`src/rtl/uart_tx.sv`:
```
// uart_tx: byte-wide UART transmitter.
// Frame = start bit, 8 data bits LSB first, optional parity, 1 or 2 stop bits.
// Each bit is held for clk_freq/baud_rate clocks. All outputs are registered.
module uart_tx #(
  parameter int clk_freq   = 1000000,
  parameter int baud_rate  = 9600,
  parameter int PARITY_EN  = 0,
  parameter int PARITY_ODD = 0,
  parameter int STOP_BITS  = 1
) (
  input  logic       clk,
  input  logic       rst,
  input  logic [7:0] tx_data,
  input  logic       tx_valid,
  output logic       tx_ready,
  output logic       tx,
  output logic       busy,
  output logic       done
);

  localparam int CPB_RAW = clk_freq / baud_rate;
  localparam int CPB     = (CPB_RAW < 1) ? 1 : CPB_RAW;
  localparam int CW      = (CPB > 1) ? $clog2(CPB) : 1;
  localparam logic [CW-1:0] CNT_LAST = CW'(CPB - 1);
  // Any stop-bit setting other than 2 gives a single stop bit.
  localparam logic [2:0] STOP_LAST = (STOP_BITS == 2) ? 3'd1 : 3'd0;

  typedef enum logic [2:0] {IDLE, START, DATA, PARITY, STOP} state_t;

  state_t        state, state_n;
  logic [CW-1:0] cnt, cnt_n;
  logic [2:0]    bit_cnt, bit_n;
  logic [7:0]    sh, sh_n;
  logic          par, par_n;
  logic          tx_n, ready_n, busy_n, done_n;
  logic          bit_end;

  assign bit_end = (cnt == CNT_LAST);

  // State, datapath and output registers; reset drops any frame in flight.
  always_ff @(posedge clk or posedge rst) begin
    if (rst) begin
      state    <= IDLE;
      cnt      <= '0;
      bit_cnt  <= '0;
      sh       <= '0;
      par      <= 1'b0;
      tx       <= 1'b1;
      tx_ready <= 1'b1;
      busy     <= 1'b0;
      done     <= 1'b0;
    end else begin
      state    <= state_n;
      cnt      <= cnt_n;
      bit_cnt  <= bit_n;
      sh       <= sh_n;
      par      <= par_n;
      tx       <= tx_n;
      tx_ready <= ready_n;
      busy     <= busy_n;
      done     <= done_n;
    end
  end

  // Next-state and next-output logic; outputs change only at bit boundaries.
  always_comb begin
    state_n = state;
    cnt_n   = cnt;
    bit_n   = bit_cnt;
    sh_n    = sh;
    par_n   = par;
    tx_n    = tx;
    ready_n = tx_ready;
    busy_n  = busy;
    done_n  = 1'b0;
    case (state)
      IDLE: begin
        tx_n    = 1'b1;
        ready_n = 1'b1;
        busy_n  = 1'b0;
        if (tx_valid) begin
          sh_n    = tx_data;
          par_n   = (^tx_data) ^ (PARITY_ODD != 0);
          state_n = START;
          cnt_n   = '0;
          bit_n   = '0;
          tx_n    = 1'b0;
          ready_n = 1'b0;
          busy_n  = 1'b1;
        end
      end
      START: begin
        if (bit_end) begin
          cnt_n   = '0;
          state_n = DATA;
          tx_n    = sh[0];
        end else begin
          cnt_n = cnt + 1'b1;
        end
      end
      DATA: begin
        if (bit_end) begin
          cnt_n = '0;
          sh_n  = {1'b0, sh[7:1]};
          if (bit_cnt == 3'd7) begin
            bit_n = '0;
            if (PARITY_EN != 0) begin
              state_n = PARITY;
              tx_n    = par;
            end else begin
              state_n = STOP;
              tx_n    = 1'b1;
            end
          end else begin
            bit_n = bit_cnt + 1'b1;
            tx_n  = sh[1];
          end
        end else begin
          cnt_n = cnt + 1'b1;
        end
      end
      PARITY: begin
        if (bit_end) begin
          cnt_n   = '0;
          state_n = STOP;
          tx_n    = 1'b1;
        end else begin
          cnt_n = cnt + 1'b1;
        end
      end
      STOP: begin
        if (bit_end) begin
          cnt_n = '0;
          if (bit_cnt == STOP_LAST) begin
            bit_n   = '0;
            state_n = IDLE;
            tx_n    = 1'b1;
            ready_n = 1'b1;
            busy_n  = 1'b0;
            done_n  = 1'b1;
          end else begin
            bit_n = bit_cnt + 1'b1;
          end
        end else begin
          cnt_n = cnt + 1'b1;
        end
      end
      default: begin
        state_n = IDLE;
      end
    endcase
  end

endmodule

```
`config.mk`:
```
export PLATFORM = sky130hd
export DESIGN_NAME = uart_tx
export DESIGN_NICKNAME = d
export VERILOG_FILES = /design/src/rtl/uart_tx.sv
export SDC_FILE = /design/constraint.sdc
export NUM_CORES = 1
export LEC_CHECK = 0
export CAP_MARGIN = 20
export CORE_MARGIN = 1
export CORE_UTILIZATION = 45
export DETAILED_ROUTE_END_ITERATION = 12
export GPL_TIMING_DRIVEN = 1
export PLACE_DENSITY = 0.63
export SYNTH_ARGS = -nofsm -noshare
export SYNTH_HDL_FRONTEND = slang
export SYNTH_SLANG_ARGS = --single-unit
```
`constraint.sdc`:
```
create_clock -name clk -period 2.9 [get_ports clk]
set_clock_uncertainty 0.15 [all_clocks]
set_input_delay 0.58 -clock clk [delete_from_list [all_inputs] [get_ports clk]]
set_output_delay 0.58 -clock clk [all_outputs]
set_load 0.02 [all_outputs]
```
==> results of run 1 <==
==> power breakdown <==
| group | leakage (nW) | internal (mW) | switching (mW) |
|---|---|---|---|
| clock network | 0.0177 | 0.0515 | 0.102 |
| registers | 0.310 | 0.451 | 0.112 |
| logic | 0.321 | 0.197 | 0.196 |
==> final cells by class <==
type,count,area [µm²]
fillers,302,1420
multi-input cells,110,762
flip-flops and latches,25,628
repair buffers,15,148
well taps,44,55.1
clock buffers,3,22.5
inverters,4,15.0
clock inverters,1,5.00
==> logic make-up (layout without fill, tap and decap cells) <==
group                      after synthesis  count (layout)  synth area share (%)
and+or+nand+nor                         48              48                  19.7
adders and majority gates                4               4                  3.45
xor gates and xnor gates                 5               5                  3.02
buffers and inverters                   12              23                  4.22
AOI/OAI and AO/OA                       41              41                  17.8
muxes                                   12              12                  8.62
DFF                                     25              25                  43.3
==> flip-flops by register name, indices dropped and copies added (netlist names) <==
signal,count
tx_ready,1
done,1
sh,8
busy,1
cnt,7
state,3
bit_cnt,3
tx,1
==> per-stage QoR <==
| stage | instance area, µm² | power, mW |
|---|---|---|
| global route | 1640 | 1.20 |
| detailed placement | 1610 | 0.966 |
| finish | 1640 | 1.11 |
| global placement | 1610 | 0.953 |
| CTS | 1640 | 1.12 |
| floorplan | 1450 | 0.858 |
==> worst min-delay path, cell delays in order, from the launching register on <==
cell and delay [ns]:
dfstp_2 0.39, inv_1 0.04, a21oi_1 0.05
==> placed cells by master (no fill, tap or decap), types with 3 or more instances in the layout <==
master	synthesis	layout
a21oi_1	5	5
clkbuf_4	0	3
clkdlybuf4s50_1	0	14
dfrtp_1	23	23
ha_1	4	4
inv_1	4	4
mux2_2	4	4
mux2i_1	8	8
nand2_1	6	6
nand2b_1	4	4
nand3_1	3	3
nor2_1	12	12
nor2b_1	6	6
nor3_1	3	3
o21ai_0	15	15
o21ai_1	3	3
xnor2_1	5	5
==> layer usage <==
layer / GRT usage (%) / up-vias / wire (µm)
li1: - / 548 / -
met1: 23.7 / 528 / 1340
met2: 31.5 / 9 / 1370
met3: 1.98 / 2 / 48
met4: 7.14 / 0 / 19
met5: 0 / - / 0
==> worst paths after layout <==
check                           startpoint         end  slack, ns  cells after the start
worst max-delay path              tx_valid      cnt[3]       0.68                      5
worst min-delay path              tx_ready    tx_ready       0.32                      2
worst max register to register    state[2]  bit_cnt[1]       0.86                      4
worst min register to register    tx_ready    tx_ready       0.32                      2
max in group asynchronous              rst          tx       1.87                      3
min in group asynchronous              rst        busy       0.44                      3
==> impl_metrics.ini, run 1 <==
[outcome]
status = completed

[synth]
synth.distinct_cells = 46
yosys_most_used_dff = dfrtp_1
synth.area.top_cells = dfrtp_1 (40%), mux2i_1 (5.5%), o21ai_0 (5.2%)
yosysTopAreaCellShare_pct = 39.7
synth_common_cells = dfrtp_1 (23), o21ai_0 (15), nor2_1 (12)
avgSynthCellArea_um2 = 9.87
ys_seq_area_share_pct = 43.3
synth_top_cell_by_area = dfrtp_1
synth-async-reset-ratio_pct = 100
synth_nets = 162
syn_inst = 147
synth_enable_flop_cells = 0
ys.warnings.count = 0
synth_area_um2 = 1450
synth_seq_cells = 25
synth.most_common_cell = dfrtp_1

[worst_setup_path]
cp-end-kind = flip-flop
startpoint_type = input pin
cp_data_arrival_time_ns = 2.26
path_buf_inv = 1
path_cells = clkdlybuf4s50_1, nor3b_1, a31oi_1, o21ai_1, nor2_1
critical_path_required_ns = 2.95
path_class = input pin to flip-flop
crit_family = buffers and inverters
slowest_stage = clkdlybuf4s50_1
max_stage_delay_ns = 0.65
critPathMaxFanout = 7

[place]
place_congestion = 0.783
dp_slack_ns = 0.389
dpl.hpwl_um = 2070
place_inst = 198
portBuffers = 14

[detailed_routing]
firstDrtPassIters = 4
wl_um = 2770
via_count = 1087
drt-initial-drc-count = 23
wl_per_cell_um = 13.7
ant_nets = 0
remaining_drc_errors = 0
via_per_inst = 5.38

[timing]
whs_ns = 0.324
worst_slew_pin_slew_ns = 0.656
finalHoldViolations = 0
slew_viol_final = 0
layout_min_cycle_time_ns = 2.22
fmaxAchievable_ghz = 0.451
fin_ws_ns = 0.683
slew_headroom_pct = 56.3
rsz0062_at_grt = false
period_share_pct = 76.4
tns_ns = 0
setup_viol = 0

[power_and_ir_drop]
vdd_ir_drop_max_mv = 0.408
powerDensity_nw_per_um2 = 678
leakagePower_nw = 0.649

[hold_path]
worstHoldPathType = flip-flop to flip-flop

[floorplan]
die_h_um = 58.8
die_w_um = 58.8
io_pins = 15
start_util_pct = 47.5
rows = 20
coreArea_um2 = 3050
die_area_um2 = 3460

[final_layout]
syn_to_final_growth_pct = 12.7
stdcell_count = 202
diodes = 0
layout.nets = 174
drive_gt1_share_pct = 12.7
post-route-util_pct = 53.6

[global_route]
gr-total-overflow = 0
grt_pass1_wl_um = 4780
antenna_found_initial = 0
grt_usage_pct = 18.3
grt_pass1_vias = 1076
grt_max_degree = 26

[clock_tree]
htree_levels = 1
cts_tree = done
insertion_delay_ns = 0.31
cts.path.max_buffers = 2
clk_pin_slew_ns = 0.13
hold_buffers = 0
cts_buffers = 3
cts_sinks = 25
cts-root-buf = clkbuf_4
ctsResizeCount = 0
cts_setup_buffers = 0

[job]
cap_violations = 0
No activity file was read; power rests on OpenSTA's default activity.
==> run 2: changes to the inputs <==
==> constraint.sdc (replaced) <==
create_clock -name clk -period 2.2 [get_ports clk]
set_clock_uncertainty 0.15 [all_clocks]
set_input_delay 0.44 -clock clk [delete_from_list [all_inputs] [get_ports clk]]
set_output_delay 0.44 -clock clk [all_outputs]
set_load 0.02 [all_outputs]
==> impl_metrics.ini, run 2 (synthesis results as in run 1) <==
[timing]
layout_min_cycle_time_ns = 2.05
fin_ws_ns = 0.150
fmaxAchievable_ghz = 0.488
tns_ns = 0
slew_headroom_pct = 69.5
setup_viol = 0
finalHoldViolations = 0
period_share_pct = 93.2
rsz0062_at_grt = false
worst_slew_pin_slew_ns = 0.458
slew_viol_final = 0

[clock_tree]
cts_buffers = 3
ctsResizeCount = 0
cts_tree = done
cts_sinks = 25
cts.path.max_buffers = 2
insertion_delay_ns = 0.32
cts_setup_buffers = 0
hold_buffers = 0
cts-root-buf = clkbuf_4
clk_pin_slew_ns = 0.14
htree_levels = 1

[floorplan]
die_h_um = 58.8
die_w_um = 58.8
start_util_pct = 47.5
rows = 20
die_area_um2 = 3460
io_pins = 15
coreArea_um2 = 3050

[job]
cap_violations = 0

[final_layout]
syn_to_final_growth_pct = 16.8
ff_latch_area_um2 = 628
diodes = 0
top_regs = sh x8, cnt x7
largest_register = sh
post-route-util_pct = 55.5
largest_reg_flops = 8
fillCellCount = 317
layout.nets = 182
stdcell_count = 210
final_cell_mix = dfrtp_1 (23), o21ai_0 (15), clkdlybuf4s50_1 (14)
drive_gt1_share_pct = 16.9
multi_input_area_um2 = 762
final_common_cell = dfrtp_1

[worst_setup_path]
critical_path_required_ns = 1.61
startpoint_type = flip-flop
path_cells = clkdlybuf4s50_1
crit_family = buffers and inverters
slowest_stage = clkdlybuf4s50_1
max_stage_delay_ns = 0.59
path_buf_inv = 1
cp-end-kind = output port
critPathMaxFanout = 2
path_class = flip-flop to output port
cp_data_arrival_time_ns = 1.46

[place]
place_congestion = 0.785
portBuffers = 14
place_inst = 206
dpl.hpwl_um = 2030
dp_slack_ns = 0.0709

[power_and_ir_drop]
leakagePower_nw = 0.690
vdd_ir_drop_max_mv = 0.679
power_mw = 1.47
powerDensity_nw_per_um2 = 868

[detailed_routing]
ant_nets = 0
wl_um = 2770
via_per_inst = 5.24
firstDrtPassIters = 4
wl_met2_um = 1290
wl_met1_um = 1370
wl_met3_um = 76
wl_per_cell_um = 13.2
drt-initial-drc-count = 30
via_count = 1101
highest_layer = met4
remaining_drc_errors = 0

[global_route]
grt_pass1_wl_um = 4640
grt_max_degree = 26
grt_usage_pct = 17.8
gr-total-overflow = 0
antenna_found_initial = 0
grt_pass1_vias = 1042

[hold_path]
worstHoldPathType = input pin to async pin

[outcome]
status = completed
## run 2: cell types whose count changed in the layout (fill, tap and decap cells not counted)
cell,delta
buf_4,+8
## run 2: final timing paths
kind | cells after the start | startpoint | slack (ns) | to
min in group clk | 2 | tx_ready | 0.32 | tx_ready
worst max register to register | 5 | cnt[0] | 0.27 | busy
worst max-delay path | 1 | tx_ready | 0.15 | tx_ready
worst min-delay path | 3 | rst | 0.30 | busy
worst min register to register | 2 | tx_ready | 0.32 | tx_ready
max in group asynchronous | 3 | rst | 1.29 | tx
## run 2: routing by layer
layer / track usage [%] / vias to the layer above
met4: 6.12 / 0
met3: 2.20 / 4
li1: - / 564
met5: 0 / -
met2: 28.7 / 17
met1: 24.6 / 516
## run 2: stage by stage
stage / instance area [µm²] / hold slack (ns)
after floorplan: 1450 / 0.316
after global placement: 1670 / 0.299
after detailed placement: 1670 / 0.307
after CTS: 1700 / 0.299
after global routing: 1700 / 0.341
final: 1700 / 0.295
## run 2: final cells by class
cell class	count	share of cell area, %
Timing Repair Buffer	23	12.3
Tap cell	44	3.25
Clock buffer	3	1.33
Clock inverter	1	0.295
Sequential cell	25	37.0
Multi-Input combinational cell	110	44.9
Inverter	4	0.886
## run 2: power by group
| part | internal, mW | switching, mW | leakage, nW |
|---|---|---|---|
| Sequential | 0.595 | 0.145 | 0.310 |
| Combinational | 0.271 | 0.261 | 0.362 |
| Clock | 0.0680 | 0.132 | 0.0177 |
| Total | 0.934 | 0.538 | 0.690 |
==> run 3: changes to the inputs <==
--- a/config.mk
+++ b/config.mk
@@ -5,12 +5,13 @@
 export SDC_FILE = /design/constraint.sdc
 export NUM_CORES = 1
 export LEC_CHECK = 0
+export ABC_AREA = 1
 export CAP_MARGIN = 20
 export CORE_MARGIN = 1
-export CORE_UTILIZATION = 45
+export CORE_UTILIZATION = 55
 export DETAILED_ROUTE_END_ITERATION = 12
 export GPL_TIMING_DRIVEN = 1
-export PLACE_DENSITY = 0.63
+export PLACE_DENSITY = 0.75
 export SYNTH_ARGS = -nofsm -noshare
 export SYNTH_HDL_FRONTEND = slang
 export SYNTH_SLANG_ARGS = --single-unit
==> impl_metrics.ini, run 3 <==
[outcome]
status = completed

[timing]
worst_slew_pin_slew_ns = 0.389
finalHoldViolations = 0
layout_min_cycle_time_ns = 2.07
slew_headroom_pct = 74.0
whs_ns = 0.297
fin_ws_ns = 0.134
fmaxAchievable_ghz = 0.484
slew_viol_final = 0
rsz0062_at_grt = false
tns_ns = 0
setup_viol = 0
period_share_pct = 93.9

[worst_setup_path]
path_cells = clkdlybuf4s50_1
path_class = flip-flop to output port
startpoint_type = flip-flop
slowest_stage = clkdlybuf4s50_1
cp-end-kind = output port
cp_data_arrival_time_ns = 1.48
max_stage_delay_ns = 0.59
critPathMaxFanout = 2
crit_family = buffers and inverters
critical_path_required_ns = 1.61
path_buf_inv = 1

[synth]
synth_top_cell_by_area = dfrtp_1
yosysTopAreaCellShare_pct = 39.9
avgSynthCellArea_um2 = 6.93
synth-async-reset-ratio_pct = 100
synth_area_um2 = 1440
synth.area.top_cells = dfrtp_1 (40%), nand2_1 (26%), nand3_1 (6.3%)
syn_inst = 208
synth_enable_flop_cells = 0
synth_nets = 223
synth.most_common_cell = nand2_1
yosys_most_used_dff = dfrtp_1
synth.distinct_cells = 21
synth_seq_cells = 25
ys_seq_area_share_pct = 43.6
synth_common_cells = nand2_1 (101), dfrtp_1 (23), inv_1 (20)
ys.warnings.count = 0

[floorplan]
coreArea_um2 = 2480
die_h_um = 53.2
io_pins = 15
die_w_um = 53.2
die_area_um2 = 2830
rows = 18
start_util_pct = 58.2

[final_layout]
post-route-util_pct = 66.8
largest_register = sh
stdcell_count = 257
final_common_cell = nand2_1
top_regs = sh x8, cnt x7
layout.nets = 243
syn_to_final_growth_pct = 14.8
drive_gt1_share_pct = 7.49
diodes = 0
largest_reg_flops = 8
final_cell_mix = nand2_1 (101), dfrtp_1 (23), inv_1 (20)

[detailed_routing]
wl_per_cell_um = 11.3
drt-initial-drc-count = 34
firstDrtPassIters = 4
ant_nets = 0
via_per_inst = 5.22
wl_um = 2890
remaining_drc_errors = 0
via_count = 1341

[global_route]
grt_pass1_wl_um = 4800
grt_pass1_vias = 1142
gr-total-overflow = 0
grt_usage_pct = 23.7
antenna_found_initial = 0
grt_max_degree = 26

[hold_path]
worstHoldPathType = input pin to async pin

[clock_tree]
cts_buffers = 3
cts-root-buf = clkbuf_4
cts_sinks = 25
hold_buffers = 0
ctsResizeCount = 0
clk_pin_slew_ns = 0.14
cts_tree = done
htree_levels = 1
insertion_delay_ns = 0.33
cts_setup_buffers = 0
cts.path.max_buffers = 2

[power_and_ir_drop]
powerDensity_nw_per_um2 = 430
leakagePower_nw = 0.920
vdd_ir_drop_max_mv = 0.349

[place]
portBuffers = 14
place_congestion = 0.893
dpl.hpwl_um = 2170
dp_slack_ns = 0.380
place_inst = 253

[job]
cap_violations = 0
==> run 3: worst paths after layout <==
path,start,depth (start not counted),endpoint,slack (ns)
setup / recovery,tx,1,tx,0.13
hold / removal,rst,3,sh[7],0.30
setup reg to reg,cnt[0],9,bit_cnt[2],0.42
hold reg to reg,tx,2,tx,0.33
max in group asynchronous,rst,3,tx_ready,1.31
min in group clk,tx,2,tx,0.33
==> run 3: final cells by class <==
cell class | instances | area (µm²)
flip-flops and latches | 25 | 628
fillers | 231 | 822
well taps | 30 | 37.5
clock buffers | 4 | 26.3
repair buffers | 17 | 163
inverters | 23 | 86.3
multi-input cells | 158 | 714
==> run 3: layer usage <==
metal	track usage [%]	wire length [µm]
met1	30.1	1360
met2	39.5	1380
met3	2.59	97
met4	12.3	58
met5	0	0
==> run 3: power by group <==
part           internal (mW)  total, mW  switching, mW
Combinational         0.0195     0.0353         0.0158
Clock                 0.0712      0.216          0.144
Sequential             0.461      0.461       0.000422
==> run 3: kinds of logic (layout without fill, tap and decap cells) <==
family	after synthesis	in the layout	share of synthesized area (%)
flip-flops	25	25	43.6
AO/OA/AOI/OAI	12	12	4.77
AND/OR/NAND/NOR	142	142	41.3
adder cells (fa/ha/maj)	4	4	3.47
buffers and inverters	25	44	6.86
==> run 3: stage by stage <==
step / instance area (µm²) / power [mW]
after floorplan: 1440 / 0.483
after global routing: 1660 / 0.734
final: 1660 / 0.712
after global placement: 1630 / 0.505
after detailed placement: 1630 / 0.506
after CTS: 1660 / 0.714
==> run 3: worst min-delay path, cell delays in order <==
cell,delay (ns)
clkdlybuf4s50_1,0.39
inv_1,0.06
buf_4,0.30
